--- src/rtl/fifo_ring_pkg.sv ---
// Shared helpers for the ring-buffer FIFO: pointer reset value, a ceil-log2
// used to validate the pointer width, and the occupancy counter width rule.
package fifo_pkg;

    typedef int unsigned fifo_uint_t;

    // Value both ring pointers return to on reset.
    localparam fifo_uint_t FIFO_PTR_RESET = 0;

    // Ceil(log2(value)); a value of 0 or 1 needs 0 address bits.
    function automatic fifo_uint_t clog2(input fifo_uint_t value);
        fifo_uint_t result;
        fifo_uint_t v;
        result = 0;
        v      = (value > 0) ? value - 1 : 0;
        while (v > 0) begin
            result = result + 1;
            v      = v >> 1;
        end
        return result;
    endfunction

    // The occupancy counter needs one bit more than a pointer so that
    // count == DEPTH is representable even when DEPTH == 2**L2D.
    function automatic fifo_uint_t count_width(input fifo_uint_t l2d);
        return l2d + 1;
    endfunction

endpackage

--- src/rtl/fifo_wrap_ptr.sv ---
// Modulo-DEPTH pointer for the ring buffer. Wraps explicitly at DEPTH-1 so
// the ring works for depths that are not a power of two.
module fifo_wrap_ptr
    import fifo_pkg::*;
#(
    parameter int DEPTH = 16,
    parameter int L2D   = 4
) (
    input  logic           clk,
    input  logic           reset,
    input  logic           inc,
    output logic [L2D-1:0] ptr
);

    localparam logic [L2D-1:0] C_LAST  = L2D'(DEPTH - 1);
    localparam logic [L2D-1:0] C_RESET = L2D'(FIFO_PTR_RESET);
    localparam logic [L2D-1:0] C_ONE   = L2D'(1);

    logic [L2D-1:0] r_ptr;

    // Advance by one per increment, folding DEPTH-1 back to zero.
    always_ff @(posedge clk) begin
        if (reset) begin
            r_ptr <= C_RESET;
        end else if (inc) begin
            r_ptr <= (r_ptr == C_LAST) ? '0 : r_ptr + C_ONE;
        end
    end

    assign ptr = r_ptr;

endmodule

--- src/rtl/fifo_ring.sv ---
// Synchronous ring-buffer FIFO with req/ack handshakes, occupancy count and
// almost-full / almost-empty flags. Non-power-of-two depths are supported.
// Optional macro FIFO_RING_FWFT_EN selects first-word fall-through output
// (data_out shows the head entry combinationally); otherwise data_out is a
// register loaded on each accepted pop (one-cycle read latency).
module fifo_ring
    import fifo_pkg::*;
#(
    parameter int WIDTH    = 8,
    parameter int DEPTH    = 16,
    parameter int L2D      = 4,
    parameter int AF_LEVEL = 14,
    parameter int AE_LEVEL = 2
) (
    input  logic             clk,
    input  logic             reset,
    input  logic [WIDTH-1:0] data_in,
    input  logic             push_req,
    output logic             push_ack,
    input  logic             pop_req,
    output logic             pop_ack,
    output logic [WIDTH-1:0] data_out,
    output logic [L2D:0]     count,
    output logic             full,
    output logic             empty,
    output logic             almost_full,
    output logic             almost_empty
);

    localparam int CW = int'(count_width(L2D));

    localparam logic [CW-1:0] C_DEPTH = CW'(DEPTH);
    localparam logic [CW-1:0] C_AF    = CW'(AF_LEVEL);
    localparam logic [CW-1:0] C_AE    = CW'(AE_LEVEL);
    localparam logic [CW-1:0] C_ONE   = CW'(1);

    // Parameter legality is enforced while elaborating.
    if (DEPTH < 2) begin : g_bad_depth
        $error("fifo_ring: DEPTH must be at least 2");
    end
    if (L2D < 1 || clog2(DEPTH) > L2D) begin : g_bad_l2d
        $error("fifo_ring: L2D too small for DEPTH");
    end
    if (!(AE_LEVEL < AF_LEVEL && AF_LEVEL <= DEPTH)) begin : g_bad_levels
        $error("fifo_ring: need AE_LEVEL < AF_LEVEL <= DEPTH");
    end

    logic [WIDTH-1:0] r_mem [DEPTH];
    logic [CW-1:0]    r_count;
    logic [L2D-1:0]   w_wr_ptr;
    logic [L2D-1:0]   w_rd_ptr;
    logic             w_full;
    logic             w_empty;
    logic             w_push_hsk;
    logic             w_pop_hsk;

    // Flags are pure decodes of the registered occupancy.
    always_comb begin
        w_full       = (r_count == C_DEPTH);
        w_empty      = (r_count == '0);
        almost_full  = (r_count >= C_AF);
        almost_empty = (r_count <= C_AE);
    end

    // A pop frees a slot in the same cycle, so a full FIFO still accepts a
    // push that coincides with an accepted pop.
    always_comb begin
        w_pop_hsk  = pop_req && !w_empty;
        w_push_hsk = push_req && (!w_full || w_pop_hsk);
    end

    assign push_ack = w_push_hsk;
    assign pop_ack  = w_pop_hsk;
    assign full     = w_full;
    assign empty    = w_empty;
    assign count    = r_count;

    fifo_wrap_ptr #(
        .DEPTH (DEPTH),
        .L2D   (L2D)
    ) u_wr_ptr (
        .clk   (clk),
        .reset (reset),
        .inc   (w_push_hsk),
        .ptr   (w_wr_ptr)
    );

    fifo_wrap_ptr #(
        .DEPTH (DEPTH),
        .L2D   (L2D)
    ) u_rd_ptr (
        .clk   (clk),
        .reset (reset),
        .inc   (w_pop_hsk),
        .ptr   (w_rd_ptr)
    );

    // Storage is never reset; a push in a reset cycle is discarded.
    always_ff @(posedge clk) begin
        if (w_push_hsk && !reset) begin
            r_mem[w_wr_ptr] <= data_in;
        end
    end

    // Occupancy tracks accepted pushes minus accepted pops.
    always_ff @(posedge clk) begin
        if (reset) begin
            r_count <= '0;
        end else begin
            case ({w_push_hsk, w_pop_hsk})
                2'b10:   r_count <= r_count + C_ONE;
                2'b01:   r_count <= r_count - C_ONE;
                default: r_count <= r_count;
            endcase
        end
    end

`ifdef FIFO_RING_FWFT_EN
    // Head entry falls through to the output; zero when nothing is stored.
    always_comb begin
        data_out = w_empty ? '0 : r_mem[w_rd_ptr];
    end
`else
    logic [WIDTH-1:0] r_data_out;

    // Load the head entry on each accepted pop; hold otherwise.
    always_ff @(posedge clk) begin
        if (reset) begin
            r_data_out <= '0;
        end else if (w_pop_hsk) begin
            r_data_out <= r_mem[w_rd_ptr];
        end
    end

    assign data_out = r_data_out;
`endif

endmodule

--- config.mk ---
export PLATFORM = sky130hd
export DESIGN_NAME = fifo_ring
export DESIGN_NICKNAME = d
export VERILOG_FILES = /design/src/rtl/fifo_ring_pkg.sv /design/src/rtl/fifo_wrap_ptr.sv /design/src/rtl/fifo_ring.sv
export SDC_FILE = /design/constraint.sdc
export NUM_CORES = 1
export LEC_CHECK = 0
export CAP_MARGIN = 20
export CORE_ASPECT_RATIO = 1.25
export CORE_MARGIN = 2
export CORE_UTILIZATION = 46
export CTS_BUF_LIST = sky130_fd_sc_hd__clkbuf_16
export DETAILED_ROUTE_END_ITERATION = 8
export HOLD_SLACK_MARGIN = 0.03
export PLACE_DENSITY = 0.66
export SKIP_CTS_REPAIR_TIMING = 1
export SLEW_MARGIN = 25
export SYNTH_ARGS = -nofsm -noshare
export SYNTH_HDL_FRONTEND = slang
export SYNTH_SLANG_ARGS = --single-unit
--- constraint.sdc ---
create_clock -name clk -period 2.5 [get_ports clk]
set_clock_uncertainty 0.05 [all_clocks]
set_input_delay 0.5 -clock clk [delete_from_list [all_inputs] [get_ports clk]]
set_output_delay 0.5 -clock clk [all_outputs]
set_load 0.03 [all_outputs]
* Word-level counts from Yosys, hierarchy flattened *
Memories as Yosys holds them, arrays and structs flattened. A register that Yosys moved wholly into a read port is not among the register bits.
Index checks and enable logic that the tools add are counted.

cells by class
  $add $sub $neg = 4
  magnitude comparators = 2
  equal/unequal tests = 5
  muxes and demuxes = 5
  reductions and logical operators = 9

operators with widths
  kind                                                               count
  one-hot mux 5 bit (2 select lines)                                 1
  adder 4 x 1 -> 4 bit, second input constant                        2
  equality test 4 bit, second input constant                         2
  2-to-1 mux 4 bit                                                   2
  adder 5 x 1 -> 5 bit, second input constant                        1
  equality test 5 bit, second input constant                         1
  greater-or-equal comparator 5 x 4 -> 1 bit, second input constant  1
  <= comparator 5 x 2 -> 1 bit, second input constant                1
  zero test 5 bit                                                    1
  subtractor 5 x 1 -> 5 bit, second input constant                   1
  logical AND 1 bit                                                  3
  zero test 1 bit                                                    3
  equality test 2 x 1 -> 1 bit, second input constant                1
  equality test 2 bit, second input constant                         1
  2-to-1 mux 1 bit                                                   2
  nonzero test 2 bit                                                 1
  logical OR 1 bit                                                   1

word-level totals
  bits in registers = 13
  memory bits (writable) = 128
  bits of input ports = 12
  output and inout bits = 19
  memories = 1

memory list
  memory  depth  bits a word  rd ports  clocked after Yosys merged registers in  wr ports  line             source
  r_mem   16     8            1         1                                        1         fifo_ring.sv:48  logic [WIDTH-1:0] r_mem [DEPTH];

* Depth between registers and ports, before layout *
Gate-level depths: netlist of run 1.

  word-level depth = 8
  gate-level depth with buffers = 10
  gate-level depth less buffers = 8

* Cells and area by module *
Synthesis of run 1 repeated with hierarchy kept, for this count alone.

second synthesis, totals
  cells, all modules = 369
  area total of the unflattened synthesis = 6022.0 sq um

by module, submodules not included
  module         instances  cells each  area an instance (sq um)  seq. area each (sq um)
  fifo_ring      1          331         5674.2                    4103.9
  fifo_wrap_ptr  2          19          173.9                     80.1

* Worst setup path before layout of run 1 *
Ideal clock, no wire load.

  path kind = register to register
  from = register r_count[0], in the netlist count[0]
  to = register r_count[3], in the netlist count[3]
  data arrival time = 2.747 ns
  data required time = 2.391 ns
  setup slack = -0.356 ns
  cell stages (with the launch flop) = 11
  buffers on the path = 2
  path through = dfxtp_1 > or4_1 > buf_2 > o21ai_4 > buf_2 > nor2_1 > ha_1 > a21o_1 > and3_1 > a2111oi_0 > mux2_2

between the ends
  word-level cells in the longest chain between the ends = 7

ends and longest elaborated chain
  what                                                                      line              source
  start: declaration                                                        fifo_ring.sv:49   logic [CW-1:0] r_count;
  start signal: assignment                                                  fifo_ring.sv:111  2'b10: r_count <= r_count + C_ONE;
  start signal: assignment                                                  fifo_ring.sv:112  2'b01: r_count <= r_count - C_ONE;
  start signal: assignment                                                  fifo_ring.sv:113  default: r_count <= r_count;
  zero test 5 bit                                                           fifo_ring.sv:60   w_empty = (r_count == '0);
  zero test 1 bit                                                           fifo_ring.sv:68   w_pop_hsk = pop_req && !w_empty;
  logical AND 1 bit                                                         fifo_ring.sv:68
  logical OR 1 bit                                                          fifo_ring.sv:69   w_push_hsk = push_req && (!w_full || w_pop_hsk);
  logical AND 1 bit                                                         fifo_ring.sv:69
  equality test 2 x 1 -> 1 bit or equality test 2 bit (tied branches)       fifo_ring.sv:110  case ({w_push_hsk, w_pop_hsk})
  one-hot mux 5 bit (2 select lines) or nonzero test 2 bit (tied branches)  n/a

Several ways; a longest one is shown, not always the timed one.
A chain may end at the register's enable or synchronous reset.

* Worst setup path in the final report of run 1 *
  from = register r_count[2], in the netlist count[2]
  to = register r_count[3], in the netlist count[3]

The elaborated chain is that of the path after synthesis.

==> results of run 1 <==
-- flip-flops by register name (all words and copies together) (netlist names) --
| name | cells |
|---|---|
| r_mem | 128 |
| u_rd_ptr.ptr | 4 |
| data_out | 8 |
| u_wr_ptr.ptr | 4 |
| count | 5 |
-- critical path: stages, from the launching register on --
cell and delay [ns]:
dfxtp_2 0.32, or4_4 0.56, o21ai_4 0.20, nor2_2 0.07, buf_4 0.15, ha_1 0.36
and3_1 0.21, a2111oi_4 0.28, mux2_4 0.19
-- per-layer routing --
layer  wire length (microns)  vias to the layer above  GRT usage, %  part of all wire [%]
li1                        -                     1510             -                     -
met1                    5371                     1742         25.03                    42
met2                    6838                       96         32.09                    53
met3                     516                       15         3.842                   4.0
met4                     190                        0         6.999                   1.5
met5                       0                        -             0                     0
-- cells in the mapped netlist, drive strengths merged, types with 4 or more instances --
cell | count | area [sq um]
a21oi | 9 | 45.04
buf | 6 | 30.03
clkbuf | 13 | 48.80
dfxtp | 21 | 420.4
edfxtp | 128 | 3844
ha | 8 | 100.1
inv | 5 | 18.77
mux2i | 19 | 202.7
mux4 | 32 | 720.7
nand2 | 11 | 41.29
nand2b | 8 | 50.05
nand3b | 10 | 75.07
nor2 | 14 | 52.55
nor2b | 4 | 25.02
nor3 | 6 | 30.03
nor4 | 5 | 31.28
o221ai | 8 | 70.07
-- kinds of logic after synthesis --
kind of cell | Yosys count | share of synthesized area, %
mux | 54 | 15.71
buf+inv | 24 | 1.602
xor+xnor | 2 | 0.2876
flops | 149 | 69.99
simple gates | 71 | 6.346
fa+ha+maj | 9 | 1.972
compound gates | 33 | 4.087
-- power by group --
group          internal (mW)  total, mW  switching (mW)
Combinational          0.810       1.79           0.982
Clock                   1.67       2.68            1.00
Sequential              2.81       2.89          0.0733
-- cell type report --
type	count	share of cell area, %
Multi-Input combinational cell	169	24.09
Clock inverter	15	2.679
Inverter	5	0.2481
Clock buffer	17	5.623
Timing Repair Buffer	66	8.070
Sequential cell	149	56.46
Tap cell	171	2.828
-- metrics by stage --
| stage | instance area (sq um) | worst slack, ns | total power, mW | cells | hold slack, ns |
|---|---|---|---|---|---|
| after floorplan | 6125 | -0.1762 | 4.050 | 342 | 0.4432 |
| after global placement | 6849 | -0.01575 | 4.605 | 558 | 0.4393 |
| after detailed placement | 6849 | -0.1370 | 4.630 | 558 | 0.4456 |
| after CTS | 7477 | -0.3193 | 7.304 | 590 | 0.4684 |
| after global routing | 7566 | -0.02188 | 7.628 | 592 | 0.4953 |
| final | 7566 | 0.05637 | 7.355 | 592 | 0.4672 |
-- worst max path at each step --
stage / start / to / cells after the start
floorplan: count[0] / count[3] / 10
global placement: pop_req / r_mem[15][6] / 7
detailed placement: pop_req / count[3] / 8
CTS: count[0] / empty / 4
global route: count[2] / count[3] / 8
finish: count[2] / count[3] / 8
==> results.toml, run 1 <==
[cells_and_area]
insertedDiodeCount = 0
seqCellArea_sq_mm = 0.004272
finalNetCount = 429
syn_to_final_growth_pct = 24.19
drive_gt1_share_pct = 30.40
multi_input_area_sq_mm = 0.001823
fill_cells = 945
final_cell_mix = "edfxtp_1 (128), buf_4 (35), mux4_2 (32)"
final_common_cell = "edfxtp_1"
fin_util_pct = 57.69

[global_routing]
antenna_found_initial = 0
track_usage_pct = 19.22
first_global_vias = 3333
grt_pass1_wl_microns = 19490
overflow = 0
grt_max_degree = 38

[routing]
detail-route-antenna-nets = 0
drc = 0
wl_microns = 12920
via_count = 3363
drt_pass1_iterations = 4
via_per_inst = 5.681
drtIter0Drc = 257
avgRoutedWirePerCell_microns = 21.82

[synth]
syn_avg_cell_area_sq_um = 17.81
ys_seq_area_share_pct = 69.99
yosysUniqueCellTypes = 44
ys_warn_count = 0
synth-edff-count = 128
ys_async_sr_fraction_pct = 0
syn_nets = 363
synth_area_sq_mm = 0.006092
ys_ff_latch = 149
ys.flop_type = "edfxtp_1"
synthCells = 342

[timing]
slew_viol_final = 0
finalHoldViolations = 0
finalSetupViolCount = 0
post-route-period-util_pct = 97.75
fmax_ghz = 0.4092
tightest_slew_ns = 0.5845
slew_headroom_pct = 60.91
tns_ns = 0
period_needed_ns = 2.444

[flow_run]
max-cap-violations = 0

[worst_setup_path]
r2r_cells = 8
worstPathRequired_ns = 2.81
endpoint_kind = "flip-flop"
reg2reg_from = "count[2]"
start_kind = "flip-flop"
crit_path_max_fanout = 4
path_class = "flip-flop to flip-flop"
rr_endpoint = "count[3]"
reg2reg_slack_ns = 0.06
cp.arrival_ns = 2.75

[min_path]
min_to = "data_out[1]"
hold_start = "data_out[1]"
hold_depth = 2
hold_path_class = "flip-flop to flip-flop"

[power_and_ir_drop]
power.density_mw_per_mm2 = 972.1
p_leak_nw = 2.476
ir_drop_mv = 0.6091

[clock_network]
numClockSinks = 149
cts.root.buffer_cell = "clkbuf_16"
clk_latency_ns = 0.41
clk_pin_slew_worst_paths_ns = 0.06
ctsHtreeMaxLevel = 4
cts_buffers = 17
cts_buffer_depth = 2
cts_tree = "built"

[placement]
hpwl_microns = 7963
routabilityCongestion = 0.7863
io_buffers = 30

[floorplanning]
die_w_microns = 106.9
io_pins = 31
die_y_microns = 132.7
initial_core_util_pct = 46.46
coreArea_sq_mm = 0.01311
die_area_sq_mm = 0.01419
row_count = 47

[outcome]
status = "finished clean"
Power figures use the tool's default switching activity.
==> inputs of run 2 (changes only) <==
--- a/config.mk
+++ b/config.mk
@@ -13,6 +13,7 @@
 export DETAILED_ROUTE_END_ITERATION = 8
 export HOLD_SLACK_MARGIN = 0.03
 export PLACE_DENSITY = 0.66
+export SETUP_SLACK_MARGIN = 0.05
 export SKIP_CTS_REPAIR_TIMING = 1
 export SLEW_MARGIN = 25
 export SYNTH_ARGS = -nofsm -noshare
==> run 2 against run 1 <==
Compared with the run above:
- die area did not move
- global-route usage did not move
- final cell count is the same
- maximum frequency down 1.6%
- clock-buffer cell count is the same
- sequential power is essentially flat
- cell area grew 0.17%
- critical path depth is 3 lower
- total power increased by 0.16%
- critical endpoint is now pop_ack
- largest cell class unchanged
- highest routed layer unchanged
==> results.toml, run 2 (same netlist as run 1, synthesis figures left out) <==
[placement]
routabilityCongestion = 0.7863
placed_area_sq_mm = 0.006849
pre_cts_ws_ns = -0.1370
io_buffers = 30
hpwl_microns = 7963

[worst_setup_path]
crit_path_max_fanout = 15
path_class = "flip-flop to output pin"
reg2reg_slack_ns = 0.03
crit_path_end = "pop_ack"
endpoint_kind = "output pin"
rr_endpoint = "count[3]"
r2r_cells = 9
start_kind = "flip-flop"
worstPathRequired_ns = 1.95
crit_start = "count[2]"
cp.arrival_ns = 1.93
reg2reg_from = "count[2]"

[power_and_ir_drop]
p_int_mw = 5.302
sw_frac_of_total_pct = 28.02
ir_drop_mv = 0.6533
p_leak_nw = 2.469
pwr-share-comb_pct = 24.5
power.switching_mw = 2.064
finalPower_mw = 7.366
clkPwrFrac_pct = 36.4
sequentialPowerShare_pct = 39.2
power.density_mw_per_mm2 = 972.0

[cells_and_area]
seqCellArea_sq_mm = 0.004272
syn_to_final_growth_pct = 24.40
top_register = "r_mem"
multi_input_area_sq_mm = 0.001841
insertedDiodeCount = 0
final_cell_mix = "edfxtp_1 (128), buf_4 (35), mux4_2 (32)"
finalNetCount = 429
finalInstanceArea_sq_mm = 0.007579
drive_gt1_share_pct = 30.88
fill_cells = 948
final_common_cell = "edfxtp_1"
largest_reg_flops = 128

[routing]
drc = 0
drtIter0Drc = 235
avgRoutedWirePerCell_microns = 21.77
detail-route-antenna-nets = 0
wl_microns = 12890
via_count = 3345
drt_pass1_iterations = 4
via_per_inst = 5.650

[floorplanning]
initial_core_util_pct = 46.46
die_y_microns = 132.7
die_w_microns = 106.9
die_area_sq_mm = 0.01419
coreArea_sq_mm = 0.01311
row_count = 47
io_pins = 31

[clock_network]
cts.root.buffer_cell = "clkbuf_16"
cts_buffer_depth = 2
clk_latency_ns = 0.42
cts_tree = "built"
numClockSinks = 149
cts_buffers = 17
clk_pin_slew_worst_paths_ns = 0.06
ctsHtreeMaxLevel = 4

[timing]
period_needed_ns = 2.483
slew_headroom_pct = 61.05
timing.final.ws_setup_ns = 0.01658
slew_viol_final = 0
tightest_slew_ns = 0.5824
post-route-period-util_pct = 99.34
finalSetupViolCount = 0
finalHoldViolations = 0
worst_hold_slack_ns = 0.4636
rsz0062_at_grt = "yes"
fmax_ghz = 0.4027

[flow_run]
max-cap-violations = 0

[global_routing]
grt_pass1_wl_microns = 19490
met2_usage_pct = 32.09
globalRouteMet3Util_pct = 3.842
grt_max_degree = 38
track_usage_pct = 19.22
overflow = 0
met1_usage_pct = 25.03
busiest_layer = "met2"
first_global_vias = 3333
antenna_found_initial = 0

[min_path]
hold_path_class = "flip-flop to flip-flop"

[outcome]
status = "finished clean"
==> run 2: cell counts in the layout (fill, tap and decap cells not counted) <==
No cell type changed its count.
==> run 2: area by class of cell <==
type / instances / area share (%)
Clock buffer: 17 / 5.613
Clock inverter: 15 / 2.675
Inverter: 5 / 0.2476
Multi-Input combinational cell: 169 / 24.29
Sequential cell: 149 / 56.36
Tap cell: 171 / 2.823
Timing Repair Buffer: 66 / 7.991
==> run 2: routing by layer <==
layer | part of all wire [%] | vias up
li1 | - | 1511
met1 | 42 | 1724
met2 | 52 | 96
met3 | 4.2 | 14
met4 | 1.6 | 0
met5 | 0 | -
==> run 2: how the worst min path moves through the flow <==
stage,start,to,slack (ns),cells past startpoint
2_1_floorplan,u_wr_ptr.ptr[1],u_wr_ptr.ptr[1],0.44,2
3_3_place_gp,data_out[5],data_out[5],0.44,2
4_1_cts,data_out[5],data_out[5],0.47,2
6_report,data_out[5],data_out[5],0.46,2
3_5_place_dp,data_out[1],data_out[1],0.45,2
5_1_grt,data_out[0],data_out[0],0.50,2
==> run 2: critical path: stages (launching register included) <==
cell     delay, ns
dfxtp_2       0.32
or4_4         0.56
o21ai_4       0.17
buf_8         0.19
inv_2         0.11
buf_4         0.18
==> run 2: power by group through the flow <==
| stage | Sequential, mW | Clock, mW | Combinational [mW] |
|---|---|---|---|
| floorplan | 3.08 | 0 | 0.966 |
| global placement | 2.93 | 0 | 1.67 |
| detailed placement | 2.94 | 0 | 1.69 |
| CTS | 2.88 | 2.72 | 1.70 |
| global route | 2.90 | 2.82 | 1.92 |
| finish | 2.89 | 2.68 | 1.80 |
==> run 2: through the flow <==
stage	utilization (%)	cells	setup TNS (ns)
floorplan	-	342	-0.1895
global placement	52.23	558	-0.09759
detailed placement	52.23	558	-0.2353
CTS	57.02	590	-0.8745
global route	57.79	592	-0.1341
finish	57.79	592	0
==> inputs of run 3 (changes only) <==
--- a/config.mk
+++ b/config.mk
@@ -11,6 +11,7 @@
 export CORE_UTILIZATION = 46
 export CTS_BUF_LIST = sky130_fd_sc_hd__clkbuf_16
 export DETAILED_ROUTE_END_ITERATION = 8
+export GPL_ROUTABILITY_DRIVEN = 0
 export HOLD_SLACK_MARGIN = 0.03
 export PLACE_DENSITY = 0.66
 export SETUP_SLACK_MARGIN = 0.05
==> constraint.sdc (replaced) <==
create_clock -name clk -period 2.5 [get_ports clk]
set_clock_uncertainty 0.05 [all_clocks]
set_input_delay 0.25 -clock clk [delete_from_list [all_inputs] [get_ports clk]]
set_output_delay 0.25 -clock clk [all_outputs]
set_load 0.02 [all_outputs]
==> run 3 against run 2 <==
Compared with the run above:
- clock-buffer cell count stayed put
- largest cell class unchanged
- wire length is 1.7% lower
- critical endpoint unchanged
- non-clock buffer count is 7 lower
==> results.toml, run 3 (same netlist as run 1, synthesis figures left out) <==
[outcome]
status = "finished clean"

[clock_network]
cts_tree = "built"
cts.root.buffer_cell = "clkbuf_16"
clk_latency_ns = 0.42
clk_pin_slew_worst_paths_ns = 0.06
cts_buffers = 17
cts_buffer_depth = 2
numClockSinks = 149
ctsHtreeMaxLevel = 4

[floorplanning]
die_y_microns = 132.7
die_w_microns = 106.9
row_count = 47
die_area_sq_mm = 0.01419
initial_core_util_pct = 46.46
io_pins = 31
coreArea_sq_mm = 0.01311

[cells_and_area]
fin_cells = 585
top_register = "r_mem"
fill_cells = 1001
largest_reg_flops = 128
insertedDiodeCount = 0
finalNetCount = 422
final_cell_mix = "edfxtp_1 (128), mux4_2 (32), clkdlybuf4s50_1 (27), buf_4 (27)"
syn_to_final_growth_pct = 22.22
drive_gt1_share_pct = 27.29
fin_util_pct = 56.78
final_common_cell = "edfxtp_1"

[worst_setup_path]
worstPathRequired_ns = 2.20
path_class = "flip-flop to output pin"
endpoint_kind = "output pin"
crit_path_max_fanout = 15
path_cells = "or4_4 -> o21ai_4 -> buf_4 -> inv_2 -> dlymetal6s2s_1"
cp_top_family = "simple AND/OR/NAND/NOR gates"
cp.arrival_ns = 2.06
cpMaxStageDelayCell = "or4_4"
start_kind = "flip-flop"
max_stage_delay_ns = 0.55
path_buf_inv = 3

[global_routing]
grt_pass1_wl_microns = 19600
first_global_vias = 3446
antenna_found_initial = 0
track_usage_pct = 19.27
globalRouteMet3Util_pct = 5.271
met2_usage_pct = 32.91
overflow = 0
met1_usage_pct = 23.72
busiest_layer = "met2"
grt_max_degree = 38

[timing]
slew_headroom_pct = 62.16
finalHoldViolations = 0
fmax_ghz = 0.4240
period_needed_ns = 2.358
rsz0062_at_grt = "no"
tightest_slew_ns = 0.5659
post-route-period-util_pct = 94.33
slew_viol_final = 0
finalSetupViolCount = 0
timing.final.ws_setup_ns = 0.1417

[routing]
via_count = 3331
avgRoutedWirePerCell_microns = 21.66
wl_microns = 12670
detail-route-antenna-nets = 0
drt_pass1_iterations = 5
via_per_inst = 5.694
drc = 0
drtIter0Drc = 244

[placement]
placed_cells = 553
pre_cts_ws_ns = 0.1648
hpwl_microns = 8269
io_buffers = 30

[power_and_ir_drop]
finalPower_mw = 7.022
p_leak_nw = 2.430
ir_drop_mv = 0.5433
power.density_mw_per_mm2 = 943.1

[min_path]
hold_path_class = "flip-flop to flip-flop"

[flow_run]
max-cap-violations = 0
## run 3: cell count changes in the layout (fill, tap and decap cells not counted), moves of 2 or more
cell             before  now
buf_4                35   27
clkdlybuf4s50_1      25   27
clkinv_4              3    1
dfxtp_2               3    1
ha_1                  6    8
ha_4                  2    0
inv_6                 2    4
## run 3: per-stage QoR
stage / hold slack, ns / area [sq um] / TNS (ns)
3_3_place_gp: 0.4322 / 6834 / 0
2_1_floorplan: 0.2989 / 6142 / -0.09440
4_1_cts: 0.4608 / 7438 / -0.4168
6_report: 0.4570 / 7446 / 0
3_5_place_dp: 0.4355 / 6834 / 0
5_1_grt: 0.4925 / 7446 / 0
## run 3: worst register-to-register path, cell delays in order, from the launching register on
cell and delay [ns]:
dfxtp_4 0.37, or4_4 0.56, o21ai_4 0.17, nor2_4 0.06, fa_1 0.41, a21o_1 0.18, a21oi_2 0.19, or3_1 0.13
nand4_1 0.07
## run 3: report_power, final
group | internal [mW] | switching, mW | total, mW
Sequential | 2.81 | 0.122 | 2.94
Clock | 1.58 | 0.999 | 2.58
Combinational | 0.722 | 0.788 | 1.51
Total | 5.11 | 1.91 | 7.02
## run 3: cell type report
class                   count  area, sq um  share of cell area [%]
clock inverters            15        178.9                   2.403
repair buffers             59        550.5                   7.394
flip-flops and latches    149         4273                   57.39
well taps                 171        214.0                   2.873
clock buffers              17        425.4                   5.713
multi-input cells         169         1785                   23.98
inverters                   5        18.77                  0.2521
## run 3: metal layers
| layer | part of all wire [%] | up-vias |
|---|---|---|
| li1 | - | 1499 |
| met1 | 41 | 1721 |
| met2 | 53 | 91 |
| met3 | 4.2 | 20 |
| met4 | 1.5 | 0 |
| met5 | 0 | - |
## run 3: worst paths after layout
check,start,to,slack [ns],cells past startpoint
hold / removal,data_out[5],data_out[5],0.46,2
hold reg to reg,data_out[5],data_out[5],0.46,2
setup / recovery,count[1],pop_ack,0.14,5
setup reg to reg,count[1],count[4],0.18,8
